**config.mk**
```make
export PLATFORM = sky130hd
export DESIGN_NAME = rvv_skid_buf
export DESIGN_NICKNAME = d
export VERILOG_FILES = /design/src/rtl/rvv_skid_buf.sv
export SDC_FILE = /design/constraint.sdc
export NUM_CORES = 1
export LEC_CHECK = 0
export BUFFER_PORTS_ARGS = -buffer_cell sky130_fd_sc_hd__buf_2
export CORE_MARGIN = 2
export CORE_UTILIZATION = 42
export DETAILED_ROUTE_END_ITERATION = 16
export PLACE_DENSITY = 0.64
export SLEW_MARGIN = 20
export SYNTH_ARGS = -nofsm -noshare
export SYNTH_HDL_FRONTEND = slang
export SYNTH_SLANG_ARGS = --single-unit
```
**constraint.sdc**
```tcl
create_clock -name clk -period 2.4 [get_ports clk]
set_input_delay 0.48 -clock clk [delete_from_list [all_inputs] [get_ports clk]]
set_output_delay 0.48 -clock clk [all_outputs]
set_load 0.02 [all_outputs]
```
**src/rtl/rvv_skid_buf.sv**
```systemverilog
// Two-entry skid buffer for a valid/ready stream.
// Every output is driven straight from a flop, so the upstream and downstream
// handshakes never have a combinational path between them.
// The main entry feeds out_data. The skid entry catches the one beat that
// arrives during the cycle the downstream starts stalling.
module rvv_skid_buf #(
  parameter int WIDTH = 32
) (
  input  logic             clk,
  input  logic             rst,
  input  logic             flush,
  input  logic             in_valid,
  output logic             in_ready,
  input  logic [WIDTH-1:0] in_data,
  output logic             out_valid,
  input  logic             out_ready,
  output logic [WIDTH-1:0] out_data
);

  typedef enum logic [1:0] {
    S_EMPTY = 2'd0,
    S_BUSY  = 2'd1,
    S_FULL  = 2'd2
  } state_t;

  state_t           r_state;
  state_t           w_state_next;
  logic [WIDTH-1:0] r_main;
  logic [WIDTH-1:0] r_skid;
  logic             r_out_valid;
  logic             r_in_ready;

  logic             w_in_fire;
  logic             w_out_fire;
  logic             w_load_main_in;
  logic             w_load_main_skid;
  logic             w_load_skid;

  // Handshakes use the registered ready/valid, so the fires depend only on flops and inputs.
  assign w_in_fire  = in_valid & r_in_ready;
  assign w_out_fire = r_out_valid & out_ready;

  assign in_ready  = r_in_ready;
  assign out_valid = r_out_valid;
  assign out_data  = r_main;

  // Next state and data-load enables. Flush overrides every transition and write.
  always_comb begin
    w_state_next     = r_state;
    w_load_main_in   = 1'b0;
    w_load_main_skid = 1'b0;
    w_load_skid      = 1'b0;
    case (r_state)
      S_EMPTY: begin
        if (w_in_fire) begin
          w_state_next   = S_BUSY;
          w_load_main_in = 1'b1;
        end
      end
      S_BUSY: begin
        if (w_in_fire && w_out_fire) begin
          w_load_main_in = 1'b1;
        end else if (w_in_fire) begin
          w_state_next = S_FULL;
          w_load_skid  = 1'b1;
        end else if (w_out_fire) begin
          w_state_next = S_EMPTY;
        end
      end
      S_FULL: begin
        // in_ready is low here, so only the downstream side can move.
        if (w_out_fire) begin
          w_state_next     = S_BUSY;
          w_load_main_skid = 1'b1;
        end
      end
      default: begin
        w_state_next = S_EMPTY;
      end
    endcase
    if (flush) begin
      w_state_next     = S_EMPTY;
      w_load_main_in   = 1'b0;
      w_load_main_skid = 1'b0;
      w_load_skid      = 1'b0;
    end
  end

  // State register. Handshake flags are precomputed from the next state so that each is a single flop.
  always_ff @(posedge clk or posedge rst) begin
    if (rst) begin
      r_state     <= S_EMPTY;
      r_out_valid <= 1'b0;
      r_in_ready  <= 1'b1;
    end else begin
      r_state     <= w_state_next;
      r_out_valid <= (w_state_next != S_EMPTY);
      r_in_ready  <= (w_state_next != S_FULL);
    end
  end

  // Payload registers change only when their entry is written.
  always_ff @(posedge clk or posedge rst) begin
    if (rst) begin
      r_main <= '0;
      r_skid <= '0;
    end else begin
      if (w_load_main_in) begin
        r_main <= in_data;
      end else if (w_load_main_skid) begin
        r_main <= r_skid;
      end
      if (w_load_skid) begin
        r_skid <= in_data;
      end
    end
  end

endmodule

```
Yosys cells after proc, flatten, opt, wreduce, memory -nomap -nowiden
Cells that the tools add are included.
{"block": "op_classes", "add_sub_neg": 0, "mul": 0, "n_div": 0, "order_cmp": 0, "eq_ne": 3, "shifts": 0, "n_mux": 19, "n_bitwise": 2, "reduce_logical": 4}
{"operator": "$mux 32", "n": 2}
{"operator": "$mux 2", "n": 6}
{"operator": "$mux 1", "n": 9}
{"operator": "$pmux 2 s3", "n": 1}
{"operator": "$reduce_bool 2->1", "n": 2}
{"operator": "$and 1x1->1", "n": 2}
{"operator": "$eq 2x1->1 const B", "n": 1}
{"operator": "$eq 2x2->1 const B", "n": 1}
{"operator": "$logic_not 2->1", "n": 1}
{"operator": "$ne 2x2->1 const B", "n": 1}
{"operator": "$pmux 1 s2", "n": 1}
{"operator": "$logic_and 1x1->1", "n": 1}
{"block": "totals", "register_bits": 68, "latch_bits": 0, "ramBits": 0, "rom_bits": 0, "input_bits": 37, "wordCells": 33, "n_memories": 0}

Logic depth before layout (Yosys ltp)
Gate-level depths: netlist (run 1).
{"block": "depth", "ltp_word": 7, "mapped_depth": 6, "depth_no_buf": 3}

Least setup slack after synthesis (run 1)
No wires, ideal clock.
{"block": "synth_timing", "path_type": "reg2reg", "from": "register r_out_valid (netlist: out_valid)", "to": "register r_skid[0]", "setup_ns": 0.125, "arrival_ns": 1.776, "slack_ns": 0.499, "stages_incl_launch_ff": 6, "n_path_buf": 2, "synth_period_minus_slack_ns": 1.901, "cell_sequence": "dfrtp_1 -> a21boi_4 -> or4b_1 -> buf_6 -> buf_12 -> mux2_4"}
{"block": "synth_via", "elab_chain_cells": 5}
{"item": "start, declared", "line": "30", "rtl": "logic r_out_valid;"}
{"item": "start signal, assigned", "line": "97", "rtl": "r_out_valid <= (w_state_next != S_EMPTY);"}
{"item": "$and 1x1->1", "line": "41", "rtl": "assign w_out_fire = r_out_valid & out_ready;"}
{"item": "$logic_and 1x1->1", "line": "61", "rtl": "if (w_in_fire && w_out_fire) begin"}
{"item": "$mux 1", "line": "61"}
{"item": "$mux 1", "line": "53", "rtl": "case (r_state)"}
{"item": "$mux 1", "line": "81", "rtl": "if (flush) begin"}
{"item": "end signal, assigned", "line": "114", "rtl": "r_skid <= in_data;"}
{"item": "end, declared", "line": "29", "rtl": "logic [WIDTH-1:0] r_skid;"}
No other way between the ends.
A chain may end at the register's enable or synchronous reset.

Final worst setup path (run 1)
{"block": "layout_timing", "from": "register r_in_ready (netlist: in_ready)", "to": "register r_skid[4]"}
{"block": "layout_via", "elab_chain_cells": 5}
{"item": "start, declared", "line": "31", "rtl": "logic r_in_ready;"}
{"item": "start signal, assigned", "line": "98", "rtl": "r_in_ready <= (w_state_next != S_FULL);"}
{"item": "$and 1x1->1 *", "line": "40", "rtl": "assign w_in_fire = in_valid & r_in_ready;"}
{"item": "$mux 1 or $logic_and 1x1->1 (tied branches)", "line": "63, 61"}
{"item": "$mux 1 *", "line": "61"}
{"item": "$mux 1 *", "line": "53"}
{"item": "$mux 1 *", "line": "81"}
Every way passes the cells marked *; elsewhere a longest branch is shown, timed or not.

==> results of run 1 <==
-- stage by stage --
stage	power, µW	hold slack [ps]	area [µm²]	setup slack, ps	util (%)
2_1_floorplan	2367	464.4	3246	210.1	-
3_3_place_gp	2649	473.5	3664	316.6	48.16
3_5_place_dp	2670	484.6	3664	300.3	48.16
4_1_cts	3644	198.2	3866	365.1	50.82
5_1_grt	3829	221.0	3866	298.7	50.82
6_report	3617	184.0	3866	371.8	50.82
-- logic make-up after synthesis --
family | after synthesis | synth area share, %
multiplexers | 32 | 14.57
AND/OR/NAND/NOR | 74 | 14.57
flip-flops | 68 | 52.47
AO/OA/AOI/OAI | 71 | 12.99
buffers and inverters | 31 | 5.397
-- how the worst max path moves through the flow --
stage / slack, ps / from / cells past startpoint / to
4_1_cts: 370 / in_ready / 4 / r_skid[4]
3_3_place_gp: 320 / out_ready / 5 / r_skid[4]
6_report: 370 / in_ready / 4 / r_skid[4]
5_1_grt: 300 / in_ready / 4 / r_skid[4]
2_1_floorplan: 210 / rst / 1 / out_data[0]
3_5_place_dp: 300 / out_ready / 5 / r_skid[4]
-- layer usage --
layer / vias up / wire length (µm) / track usage [%]
met5: - / 0 / 0
li1: 1150 / - / -
met2: 51 / 3699 / 31.25
met1: 1232 / 3683 / 27.50
met3: 10 / 243 / 3.122
met4: 0 / 119 / 7.711
-- power groups by stage --
stage	Clock, µW	Combinational [µW]	Sequential (µW)
after floorplan	0	535	1830
after CTS	986	975	1680
after global placement	0	952	1700
after detailed placement	0	974	1700
final	964	967	1690
after global routing	1040	1050	1730
-- registers in the layout (all words and copies together), names as in the netlist --
register	flops
in_ready	1
out_data	32
out_valid	1
r_skid	32
r_state	2
-- cells in the final DEF (no fill, tap or decap), types with 2 or more instances in the layout --
cell type | synthesis | final
sky130_fd_sc_hd__nand4b_1 | 2 | 2
sky130_fd_sc_hd__clkinv_2 | 0 | 2
sky130_fd_sc_hd__clkbuf_8 | 0 | 11
sky130_fd_sc_hd__mux2_4 | 30 | 30
sky130_fd_sc_hd__nand3b_1 | 32 | 32
sky130_fd_sc_hd__mux2_1 | 2 | 2
sky130_fd_sc_hd__nor3_1 | 32 | 32
sky130_fd_sc_hd__buf_4 | 0 | 11
sky130_fd_sc_hd__dfrtp_1 | 67 | 67
sky130_fd_sc_hd__buf_2 | 2 | 70
sky130_fd_sc_hd__a21oi_1 | 3 | 3
sky130_fd_sc_hd__nand2_1 | 3 | 3
sky130_fd_sc_hd__a31oi_1 | 32 | 32
sky130_fd_sc_hd__o21ai_0 | 32 | 32
-- area by class of cell --
| cell class | count | area, µm² | share of cell area [%] |
|---|---|---|---|
| Clock buffer | 12 | 155.1 | 4.013 |
| Tap cell | 102 | 127.6 | 3.301 |
| Clock inverter | 4 | 47.55 | 1.230 |
| Timing Repair Buffer | 82 | 452.9 | 11.72 |
| Inverter | 2 | 7.507 | 0.1942 |
| Multi-Input combinational cell | 177 | 1373 | 35.50 |
| Sequential cell | 68 | 1703 | 44.05 |
==> run summary, run 1 <==
The run finished with clean final reports. Setup total negative slack on the finished layout was measured at 0 ps. After synthesis the cells add up to 0.003246 mm². The row count came out at 32. The average instance area after synthesis came out at 11.76 µm².

The largest clock skew in the final design came out at approximately 11 ps. The share of final-layout standard cells stronger than drive strength 1 is 38.26%. After clock tree synthesis, the repair step resized 0 gates.

The delay of the slowest critical-path stage came out at 650 ps. The remaining antenna violation count is 0. Measured along the x axis, the die boundary spans 91.91 µm.

After legalization and detailed placement, the total HPWL measured 4.711 mm. The power density over the cells came out at 935.6 mW/mm². The async set or reset register ratio after synthesis came out at 100.0%. Counting every net in the synthesized netlist gives 313. The number of antenna violations at the first check in global routing is 0.

The most used flip-flop cell after synthesis is sky130_fd_sc_hd__dfrtp_1. The count of fill cells added during filler insertion came out at 710. The max-capacitance violation count is 0. The first-pass iteration count of the detailed router came out at 4. The critical-path maximum fanout came out at 19. The final weighted congestion in routability-driven placement came out at 0.7621.

The portion of total power attributed to sequential cells came out at 46.6%. The achievable clock frequency is 493.0 MHz. The final count of pins violating max slew is 0. By instance count, the leading cell after synthesis is sky130_fd_sc_hd__dfrtp_1. The transition at the pin with the smallest max-transition slack came out at 566.6 ps. In the synthesized netlist, the cells that appear most often are sky130_fd_sc_hd__dfrtp_1 (67), sky130_fd_sc_hd__a31oi_1 (32), sky130_fd_sc_hd__nand3b_1 (32), sky130_fd_sc_hd__nor3_1 (32), sky130_fd_sc_hd__o21ai_0 (32). After synthesis, the cell types taking the most area are sky130_fd_sc_hd__dfrtp_1 (52%), sky130_fd_sc_hd__mux2_4 (14%), sky130_fd_sc_hd__nand3b_1 (7.4%).

For this design, the slowest cell found on the critical path is sky130_fd_sc_hd__or4b_2. The count of cells in the finished layout, fillers not included, comes to between 400 and 500. The clock sink count is 68.

The combinational fraction of design power is 26.7%. The worst setup path is captured at a register. The pin count of the biggest net entering global routing is 68. The starting utilization of the core area is 42.66%. The distinct cell type count of the synthesized netlist is 25.

Synthesis produced a netlist whose cell count is between 200 and 300. The placeable core region came out at between 0.007 and 0.008 mm². In the global route stage, overall resource usage came out at 19.78%. The clock latency on the worst-skew pair is 330 ps. The number of buffers inserted by post-CTS setup repair is 0.

The clock power share came out at 26.7%. The total of endpoints with negative setup slack in the final report came out at 0. The net switching fraction of the power came out at 30.37%. Across the VDD grid, the largest voltage drop is 331.6 µV. The CTS tree is yes. The biggest area contributor in the post-synthesis netlist is sky130_fd_sc_hd__dfrtp_1. The cell at the root of the clock tree is sky130_fd_sc_hd__clkbuf_8. STA classifies the critical path startpoint as a register. The via count normalized by instance count is 5.465.

The aggregate global routing overflow came out at 0. The count of flip-flops with a built-in enable after synthesis came out at 0. The first-pass GRT wire length is 13.16 mm.

The total die area is 0.008447 mm². The endpoint arrival time on the critical path came out at 2250 ps. Counting along the longest clock path gives a buffer depth of 2. For the worst setup path, the data required time is ~2600 ps. The portion of synthesized cell area occupied by the leading cell type is 51.66%. The final routed wirelength across all metal layers is 7.745 mm. The kind of critical path is reg -> reg.

After detailed placement, the design holds a cell count of approximately 430. Setup repair after global routing left no endpoint under its margin. The vertical die dimension is 91.91 µm. Traced cell by cell, the critical path runs through nand2_1 > or4b_2 > buf_4 > mux2_1. The leakage dissipation is 0.001717 µW. The H-tree level count is 3. The number of buffers added on ports came out at 70.

The total internal power is 2518 µW. The total number of vias is 2443. The cell depth of the worst flop-to-flop path came out at 4. The via count of the first global-routing pass came out at approximately 2600. The violation count after the first detailed-route iteration is between 100 and 150.

After clock tree synthesis, the flow added hold-fix buffers numbering 0. From synthesis to final layout, the design area changed by 19.12%. The type of the tightest min-delay check is in -> async. The launching point of the worst reg2reg path is in_ready.

Grouping stages by cell kind, the critical path spends the most delay in simple AND/OR/NAND/NOR gates. The remaining design rule violation count is 0. In this run, CTS created clock tree buffers numbering 9. The hold violation total from the final report came to 0. In this run the register-to-register setup slack is 370 ps.

The analysis attributes to net switching a power of 1099 µW. The worst register-to-register path ends at r_skid[4]. The detail-routed net length per standard cell came out at 17.33 µm. The minimum period implied by the final worst setup slack came out at 2028 ps. The number of nets at the end of the flow is 377. The worst path buffer plus inverter count is 1. The number of warnings printed during yosys synthesis came out at 0.

The flip-flop and latch count after synthesis came out at 68. The CTS clock-pin slew for the worst setup and hold paths came out at 80 ps. After layout, the worst path uses 84.51% of the clock period. The count of antenna diodes in the layout is 0. The top-level I/O count is 71. The sequential element share of the synthesized area came out at 52.47%. In this run the tightest slew margin relative to its limit is 62.23%.
Power figures use the tool's default switching activity.
==> inputs of run 2 (changes only) <==
--- a/config.mk
+++ b/config.mk
@@ -9,7 +9,7 @@
 export CORE_MARGIN = 2
 export CORE_UTILIZATION = 42
 export DETAILED_ROUTE_END_ITERATION = 16
-export PLACE_DENSITY = 0.64
+export PLACE_DENSITY = 0.67
 export SLEW_MARGIN = 20
 export SYNTH_ARGS = -nofsm -noshare
 export SYNTH_HDL_FRONTEND = slang
==> constraint.sdc (replaced) <==
create_clock -name clk -period 1.65 [get_ports clk]
set_input_delay 0.33 -clock clk [delete_from_list [all_inputs] [get_ports clk]]
set_output_delay 0.33 -clock clk [all_outputs]
set_load 0.02 [all_outputs]
==> run 2 against run 1 <==
  * The flow now finishes with violations (negative setup slack)
  * Sequential share of layout area is 1.4 points lower
  * Critical path depth stayed put
  * Combinational power is 51% higher
  * Total power is 47% higher
  * Critical endpoint is now r_skid[17]
  * Largest cell class unchanged
  * Largest power group unchanged
==> run summary, run 2 (synthesized netlist as in run 1, its figures left out) <==
Status: complete, but fails checks (was complete, no violations). The checks that failed: negative setup slack. The H-tree level count is 3 (unchanged). The largest clock skew in the final design is 8.103 ps (was 11.36 ps). List of cells traversed by the critical path: nand2_2 > or4b_4 > buf_12 > mux2_4 (was nand2_1 > or4b_2 > buf_4 > mux2_1).

The busiest layer in global routing was met2 (unchanged). The post-route non-filler standard cell count came out at 460 (was 447). The critical-path maximum fanout is 17 (was 19). The remaining design rule violation count came out at 0 (unchanged).

The remaining antenna violation count was 0 (unchanged). The commonest non-fill, non-tap cell in the layout was sky130_fd_sc_hd__buf_2 (unchanged). The final cycle utilization of the critical path is 108.0% (was 84.51%). The number of nets at the end of the flow came out at 390 (was 377).

The top-level I/O count was 71 (unchanged). The standard cell with the maximum stage delay on the critical path is sky130_fd_sc_hd__or4b_4 (was sky130_fd_sc_hd__or4b_2). The first-pass GRT wire length is 13.28 mm (was 13.16 mm). The max-capacitance violation count came out at 0 (unchanged).

The delay of the slowest critical-path stage came out at 560 ps (was 650 ps). The power density over the cells came out at 1326 mW/mm² (was 935.6 mW/mm²). The clock latency on the worst-skew pair came out at 340 ps (was 330 ps). The share of final-layout standard cells stronger than drive strength 1 is 40.50% (was 38.26%). The number of buffers created by CTS is 9 (unchanged). The deepest clock path buffer count was 2 (unchanged). Setup repair after global routing missed its margin: yes (was no).

The row count came to 32 (unchanged). The CTS clock-pin slew for the worst setup and hold paths came out at 70 ps (was 80 ps). The estimated wirelength of the detail-placed design is 4.781 mm (was 4.711 mm). The leakage dissipation came out at 0.001785 µW (was 0.001717 µW). The count of fill cells added during filler insertion came out at 674 (was 710). The via count of the first global-routing pass is 2630 (was 2551).

The overall track demand over capacity in global routing is 20.05% (was 19.78%). The starting utilization of the core area is 42.66% (unchanged). The headroom to the max-slew limit is 64.21% (was 62.23%). The achievable clock frequency came out at 561.4 MHz (was 493.0 MHz). The number of buffers added on ports is 70 (unchanged). The kind of critical path is reg -> reg (unchanged). The final sum of negative setup slack is -3259 ps (was 0 ps). The endpoint arrival time on the critical path came out at 2000 ps (was 2250 ps). The area growth from synthesis to final layout was 23.17% (was 19.12%). The cell area after layout is 0.003998 mm² (was 0.003866 mm²). The clock sink count came out at 68 (unchanged). The hold violation total from the final report came out at 0 (unchanged). The transition at the pin with the smallest max-transition slack is 536.8 ps (was 566.6 ps). The kind of end point of the critical path is a register (unchanged). The total instance count after detailed placement came to 442 (was 431). The violation count after the first detailed-route iteration came out at 145 (unchanged). The total of endpoints with negative setup slack in the final report is 32 (was 0). The total number of vias came out at 2531 (was 2443). The placeable core region came to 0.007607 mm² (unchanged). The routing usage on met2 came out at 31.80% (was 31.25%). The maximum ir drop on the vdd rail is 668.4 µV (was 331.6 µV). The hold buffer count at cts was 0 (unchanged). The detail-routed net length per standard cell came to 17.08 µm (was 17.33 µm). The placement-stage cell area is 0.003764 mm² (was 0.003664 mm²). The vertical die dimension came out at 91.91 µm (unchanged). The worst setup slack before clock tree synthesis is -284.0 ps (was 300.3 ps). The aggregate global routing overflow came out at 0 (unchanged). The type of the tightest min-delay check was in -> async (unchanged). The met1 track utilization from global routing is 27.01% (was 27.50%). The data required time at the worst endpoint is 1870 ps (was 2620 ps). The cell at the root of the clock tree is sky130_fd_sc_hd__clkbuf_8 (unchanged). The final weighted congestion in routability-driven placement is 0.7219 (was 0.7621).

The minimum period implied by the final worst setup slack is 1781 ps (was 2028 ps). The number of antenna violations at the first check in global routing came to 0 (unchanged). The final count of pins violating max slew came to 0 (unchanged). Most frequent cells in the layout: sky130_fd_sc_hd__buf_2 (70), sky130_fd_sc_hd__dfrtp_1 (66) (was sky130_fd_sc_hd__buf_2 (70), sky130_fd_sc_hd__dfrtp_1 (67)). The power after layout is 5302 µW (was 3617 µW). The met3 track utilization from global routing came to 4.355% (was 3.122%). The total die area is 0.008447 mm² (unchanged). The via count normalized by instance count is 5.502 (was 5.465). The first-pass iteration count of the detailed router came out at 4 (unchanged). The final routed wirelength across all metal layers was 7.855 mm (was 7.745 mm). The CTS tree is yes (unchanged). The setup slack of the critical path after layout is -131.4 ps (was 371.8 ps). The element type at the critical path start is a register (unchanged). The count of antenna diodes in the layout is 0 (unchanged). The pin count of the biggest net entering global routing came out at 69 (was 68). The width of the die came out at 91.91 µm (unchanged).
==> run 2: report_power, final <==
part / switching [µW] / internal, µW / leakage, µW / total (µW)
registers: 272 / 2170 / 0.000790 / 2450
clock network: 613 / 781 / 0.000101 / 1390
logic: 716 / 747 / 0.000895 / 1460
total: 1600 / 3700 / 0.00179 / 5300
==> run 2: cell type report <==
class                      instances  area, µm²  area share [%]
timing repair buffer              95      578.1           14.46
sequential                        68       1704           42.63
inverter                           2      11.26          0.2817
tap                              102      127.6           3.192
multi-input combinational        177       1379           34.49
clock inverter                     2      35.03          0.8764
clock buffer                      14      162.7           4.069
==> run 2: per-stage QoR <==
step,hold slack [ps],util (%)
floorplan,461.7,-
global placement,455.2,49.47
detailed placement,463.9,49.47
CTS,87.64,52.45
global route,113.6,52.55
finish,62.35,52.55
==> run 2: timing repair <==
item | CTS | global route
buffers inserted | 1 | 1
setup endpoints to repair | 35 | 32
endpoints found under the hold margin | 0 | 0
resized for setup | 6 | 0
==> run 2: worst max-delay path: cells and delay by family (launching register included) <==
kind | cells | cell delay, ps
buffers and inverters | 1 | 190
DFF | 1 | 540
muxes | 1 | 310
and+or+nand+nor | 2 | 610
==> run 2: final timing paths <==
kind | from | to | slack, ps | cells after the start
max reg2reg | in_ready | r_skid[17] | -130 | 4
min reg2reg | r_skid[4] | r_skid[4] | 500 | 1
min | rst | out_valid | 60 | 3
min in group clk | in_data[5] | r_skid[5] | 230 | 2
max | in_ready | r_skid[17] | -130 | 4
max in group asynchronous | rst | in_ready | 1250 | 3
==> run 2: layer usage <==
| layer | vias to the layer above | wire length (µm) |
|---|---|---|
| met2 | 72 | 3807 |
| met1 | 1269 | 3591 |
| met5 | - | 0 |
| met3 | 13 | 331 |
| li1 | 1177 | - |
| met4 | 0 | 125 |
